==> config.mk <==
export PLATFORM = sky130hd
export DESIGN_NAME = dec_bcd_to_dec
export DESIGN_NICKNAME = d
export VERILOG_FILES = /design/src/rtl/dec_bcd_pkg.sv /design/src/rtl/dec_bcd_core.sv /design/src/rtl/dec_bcd_to_dec.sv
export SDC_FILE = /design/constraint.sdc
export NUM_CORES = 1
export LEC_CHECK = 0
export BUFFER_PORTS_ARGS = -buffer_cell sky130_fd_sc_hd__buf_2
export CAP_MARGIN = 20
export CORE_AREA = 10 10 47 49
export CTS_CLUSTER_DIAMETER = 60
export DETAILED_ROUTE_END_ITERATION = 8
export DIE_AREA = 0 0 57 59
export GPL_TIMING_DRIVEN = 0
export SETUP_SLACK_MARGIN = 0.05
export SLEW_MARGIN = 15
export SYNTH_ARGS = -nofsm -noshare
export SYNTH_HDL_FRONTEND = slang
export SYNTH_HIERARCHICAL = 1
export SYNTH_SLANG_ARGS = --single-unit
==> constraint.sdc <==
create_clock -name clk -period 0.8 [get_ports clk]
set_input_delay 0 -clock clk [delete_from_list [all_inputs] [get_ports clk]]
set_output_delay 0 -clock clk [all_outputs]
set_load 0.005 [all_outputs]
==> src/rtl/dec_bcd_pkg.sv <==
// Shared widths, limits and types for the BCD to decimal decoder slice.
// Optional feature macro used by this slice: DEC_BCD_TO_DEC_ERR_EN.
package dec_bcd_pkg;

    localparam int unsigned NUM_DEC_OUT = 10;
    localparam int unsigned BCD_W       = 4;
    localparam int unsigned BCD_MAX     = 9;

    typedef logic [BCD_W-1:0]       bcd_t;
    typedef logic [NUM_DEC_OUT-1:0] dec_hot_t;

endpackage

==> src/rtl/dec_bcd_core.sv <==
// Combinational BCD decode: one-hot decimal vector plus an invalid-code flag.
module dec_bcd_core
    import dec_bcd_pkg::*;
(
    input  logic     en,
    input  bcd_t     code,
    output dec_hot_t hot,
    output logic     invalid
);

    // Decode a valid digit to one line; codes above 9 light nothing and flag invalid when enabled.
    always_comb begin
        hot     = '0;
        invalid = 1'b0;
        if (code > bcd_t'(BCD_MAX)) begin
            invalid = en;
        end else if (en) begin
            hot = dec_hot_t'(1) << code;
        end
    end

endmodule

==> src/rtl/dec_bcd_to_dec.sv <==
// Registered 4-bit BCD to 1-of-10 decimal decoder with enable.
// Defining DEC_BCD_TO_DEC_ERR_EN adds a registered active-high err output
// flagging enabled codes 10-15.
module dec_bcd_to_dec
    import dec_bcd_pkg::*;
#(
    parameter bit OUT_ACTIVE_LOW = 1'b0
) (
    input  logic clk,
    input  logic rst,
    input  logic E,
    input  logic A,
    input  logic B,
    input  logic C,
    input  logic D,
    output logic D0,
    output logic D1,
    output logic D2,
    output logic D3,
    output logic D4,
    output logic D5,
    output logic D6,
    output logic D7,
    output logic D8,
    output logic D9
`ifdef DEC_BCD_TO_DEC_ERR_EN
    ,
    output logic err
`endif
);

    bcd_t     code;
    dec_hot_t hot;
    dec_hot_t hot_q;
    dec_hot_t dec_out;
    logic     invalid;

    assign code = {A, B, C, D};

    dec_bcd_core u_core (
        .en      (E),
        .code    (code),
        .hot     (hot),
        .invalid (invalid)
    );

    // Output register holds the active-high one-hot; async reset clears it to all-off.
    always_ff @(posedge clk or posedge rst) begin
        if (rst) begin
            hot_q <= '0;
        end else begin
            hot_q <= hot;
        end
    end

    // Polarity is applied after the register so reset and idle follow OUT_ACTIVE_LOW too.
    assign dec_out = OUT_ACTIVE_LOW ? ~hot_q : hot_q;

    assign D0 = dec_out[0];
    assign D1 = dec_out[1];
    assign D2 = dec_out[2];
    assign D3 = dec_out[3];
    assign D4 = dec_out[4];
    assign D5 = dec_out[5];
    assign D6 = dec_out[6];
    assign D7 = dec_out[7];
    assign D8 = dec_out[8];
    assign D9 = dec_out[9];

`ifdef DEC_BCD_TO_DEC_ERR_EN
    // Invalid-code flag, always active-high, same one-cycle latency as the decode lines.
    always_ff @(posedge clk or posedge rst) begin
        if (rst) begin
            err <= 1'b0;
        end else begin
            err <= invalid;
        end
    end
`else
    logic unused_invalid;
    assign unused_invalid = invalid;
`endif

endmodule

[Word level (Yosys, flattened, before mapping)]
Cells that the tools add are included.
Word-level totals
  output and inout bits: 10
  flip-flop bits (word level): 10
  word-level logic and storage cells: 5
  input bits: 7
Operators by class
  muxes and demuxes: 2
  order comparisons: 1
  shift-type cells: 1
Operators with widths (number)
  $mux 10: 2
  $shl 1x4->10 const A: 1
  $gt 4x4->1 const B: 1

[Logic depth before layout (Yosys ltp)]
  word-level depth: 3
  mapped depth: 2
  mapped depth without buffers: 2

[Cells and area by module]
Netlist, hierarchy kept.
Modules (own cells, without submodules)
  dec_bcd_to_dec: area each 254.0 um2, seq. area each 250.2 um2, cells each 11, instances 1
  dec_bcd_core: area each 102.6 um2, seq. area each 0.0 um2, cells each 17, instances 1

[Worst setup path before layout]
Ideal clock, no wire load.
  path kind: input -> register
  start point: input D
  end point: register hot_q[0], in the netlist dec_out[0]
  required time: 0.720 ns
  arrival: 0.486 ns
  cell stages on the path: 2
  buffers on the path: 0
  slack: 0.234 ns
  library setup time: 0.080 ns
  cell sequence: or3b_4 -> nor3_2
Between the ends
  longest elaborated chain between the ends: 3
  elaborated cells between the ends (all ways): 4
  those cells by class: order compare (1); shift (1); mux (2)
Ends and longest elaborated chain
  from (decl): line dec_bcd_to_dec.sv:15  | input logic D,
  branches (longest 2 deep; another with $gt 4x4->1)
  $mux 10 (*): line dec_bcd_core.sv:15  | if (code > bcd_t'(BCD_MAX)) begin
  net hot[0]: line dec_bcd_to_dec.sv:33  | dec_hot_t hot;
  to (signal assigned): line dec_bcd_to_dec.sv:52  | hot_q <= hot;
  to (decl): line dec_bcd_to_dec.sv:34  | dec_hot_t hot_q;
Mark *: on every way through the listed nets, which the timed path passes.

[Worst setup path after layout]
  start point: input D
  end point: register hot_q[6], in the netlist dec_out[6]
Same word-level chain as after synthesis.

==> reports/results.txt <==
status: finished, final reports clean
P_leak: 0.293 nW
H-tree levels: 1
initial core utilization: 0.247
footprint of the multi-input gates: 120 um^2
nets: 59
die footprint: 3360 um^2
IO Pins: 17
core area: 1400 um^2
CTS clk-pin slew, worst paths: 0.06 ns
Min Clock Period, post-route: 0.747 ns
GRT Residual Overflow: 0
vias in the first global route: 299
Worst Path Class, Setup: input port to flip-flop
CP Capture Type: flip-flop
Detail Route Antenna Nets: 0
routed via count: 288
Mapped Nets: 34
worst setup path endpoint: dec_out[6]
Critical Path Start Type: input port
max FFs per register: 10
Cell Rows: 14
Critical Path Fanout Max: 4
Die X-Extent: 57 um
worst min path class: input port to flip-flop
Port Buf Inserts: 16
fin crit share: 0.933
Slowest Stage Delay on Critical Path: 0.61 ns
filler cell count: 150
CTS root buf: clkbuf_4
final hold violations: 0
wire per inst: 13.0 um
WP data required: 0.97 ns
Cell Pwr Density: 1740 nW/um^2
DP HPWL: 595 um
CTS tree: done
crit path cell chain: buf_2 -> dlygate4sd3_1 -> nor3_1
Max Buffers Root-to-Sink: 2
Post-CTS Setup Bufs: 0
Avg Inst Size Synth: 12.8 um^2
layout cells sized above 1: 0.520
total CTS buffers: 3
Hold Slack: 0.0106 ns
# DRC: 0
antenna violations before repair: 0
Die Height: 59 um
drt total wl: 857 um
CP arrival: 0.92 ns
pin count of the biggest net entering global routing: 11
first-pass GRT wire length: 1200 um
final setup violation count: 0
TritonCTS Sinks: 10
first drt pass iteration count: 4
Non-Filler Instances: 66
Syn Inst Count: 27
relative slew slack: 0.760
Max Fclk: 1340 MHz
Tot GR Track Use: 0.0476
RSZ-0062 raised after global routing: yes
Routability Congestion: 0.729
FF/Latch Area: 250 um^2
initial DRC count: 8
setup TNS: 0 ns
Area Overhead vs Synth: 55.6%
vias per inst: 4.36
synthesized area: 347 um^2
slew of the pin with the lowest slew margin: 0.359 ns
final-report max-slew violation count: 0
Peak VDD IR: 622 uV
Inst Count DP: 59
crit path launch: D
Diodes inserted: 0
slowest CP cell: dlygate4sd3_1
max_cap viols: 0
synth warn: 6
[repair_timing]
item | in CTS | in global routing
pin swaps | 0 | 1
endpoints found under the setup margin | 3 | 12
endpoints found under the hold margin | 15 | 0
resized for setup | 0 | 6
hold buffers | 4 | 0
[worst max-delay path, delay by kind of cell]
kind | cells | cell delay, ns
buf+inv | 2 | 0.74
simple gates | 1 | 0.19
[cell type report]
class	count	area share
timing repair buffer	20	0.227
tap	16	0.0371
clock buffer	3	0.0418
sequential	10	0.464
multi-input combinational	16	0.223
inverter	1	0.00696
[worst min-delay path by stage]
stage | startpoint | end | slack (ns) | cells past startpoint
floorplan | rst | dec_out[0] | -0.16 | 1
global placement | rst | dec_out[8] | -0.02 | 2
detailed placement | rst | dec_out[8] | -0.01 | 2
CTS | A | dec_out[0] | -0.04 | 2
global route | A | dec_out[0] | 0.01 | 2
finish | A | dec_out[0] | 0.01 | 2
[routing by layer]
| layer | track usage | part of all wire | up-vias |
|---|---|---|---|
| li1 | - | - | 136 |
| met1 | 0.0452 | 0.41 | 140 |
| met2 | 0.0667 | 0.52 | 12 |
| met3 | 0.0172 | 0.069 | 0 |
| met4 | 0.0705 | 0 | 0 |
| met5 | 0 | 0 | - |
[power breakdown]
part	internal, mW	switching, mW	total (mW)
clock	0.173	0.153	0.325
sequential	0.514	0.00162	0.515
combinational	0.0415	0.0550	0.0965
total	0.728	0.209	0.937
[through the flow]
| stage | setup slack (ns) | instance area, um^2 | total power [mW] | util |
|---|---|---|---|---|
| floorplan | 0.234 | 347 | 0.555 | - |
| global placement | 0.0659 | 447 | 0.595 | 0.319 |
| detailed placement | 0.0773 | 447 | 0.595 | 0.319 |
| CTS | 0.0440 | 509 | 0.941 | 0.363 |
| global route | 0.0231 | 539 | 0.988 | 0.385 |
| finish | 0.0533 | 539 | 0.937 | 0.385 |
[placed cells by master, fill, tap and decap left out]
master / instances
nand3_2: 1
nand2b_1: 2
dfrtp_1: 10
clkbuf_4: 3
nand2_2: 1
nor2_2: 1
nor3_2: 2
nor4_4: 1
dlymetal6s4s_1: 1
inv_1: 1
nand3b_1: 1
nor3_1: 2
nor2_1: 4
buf_2: 16
or3b_4: 1
dlygate4sd3_1: 3
(Power assumes the default switching activity.)
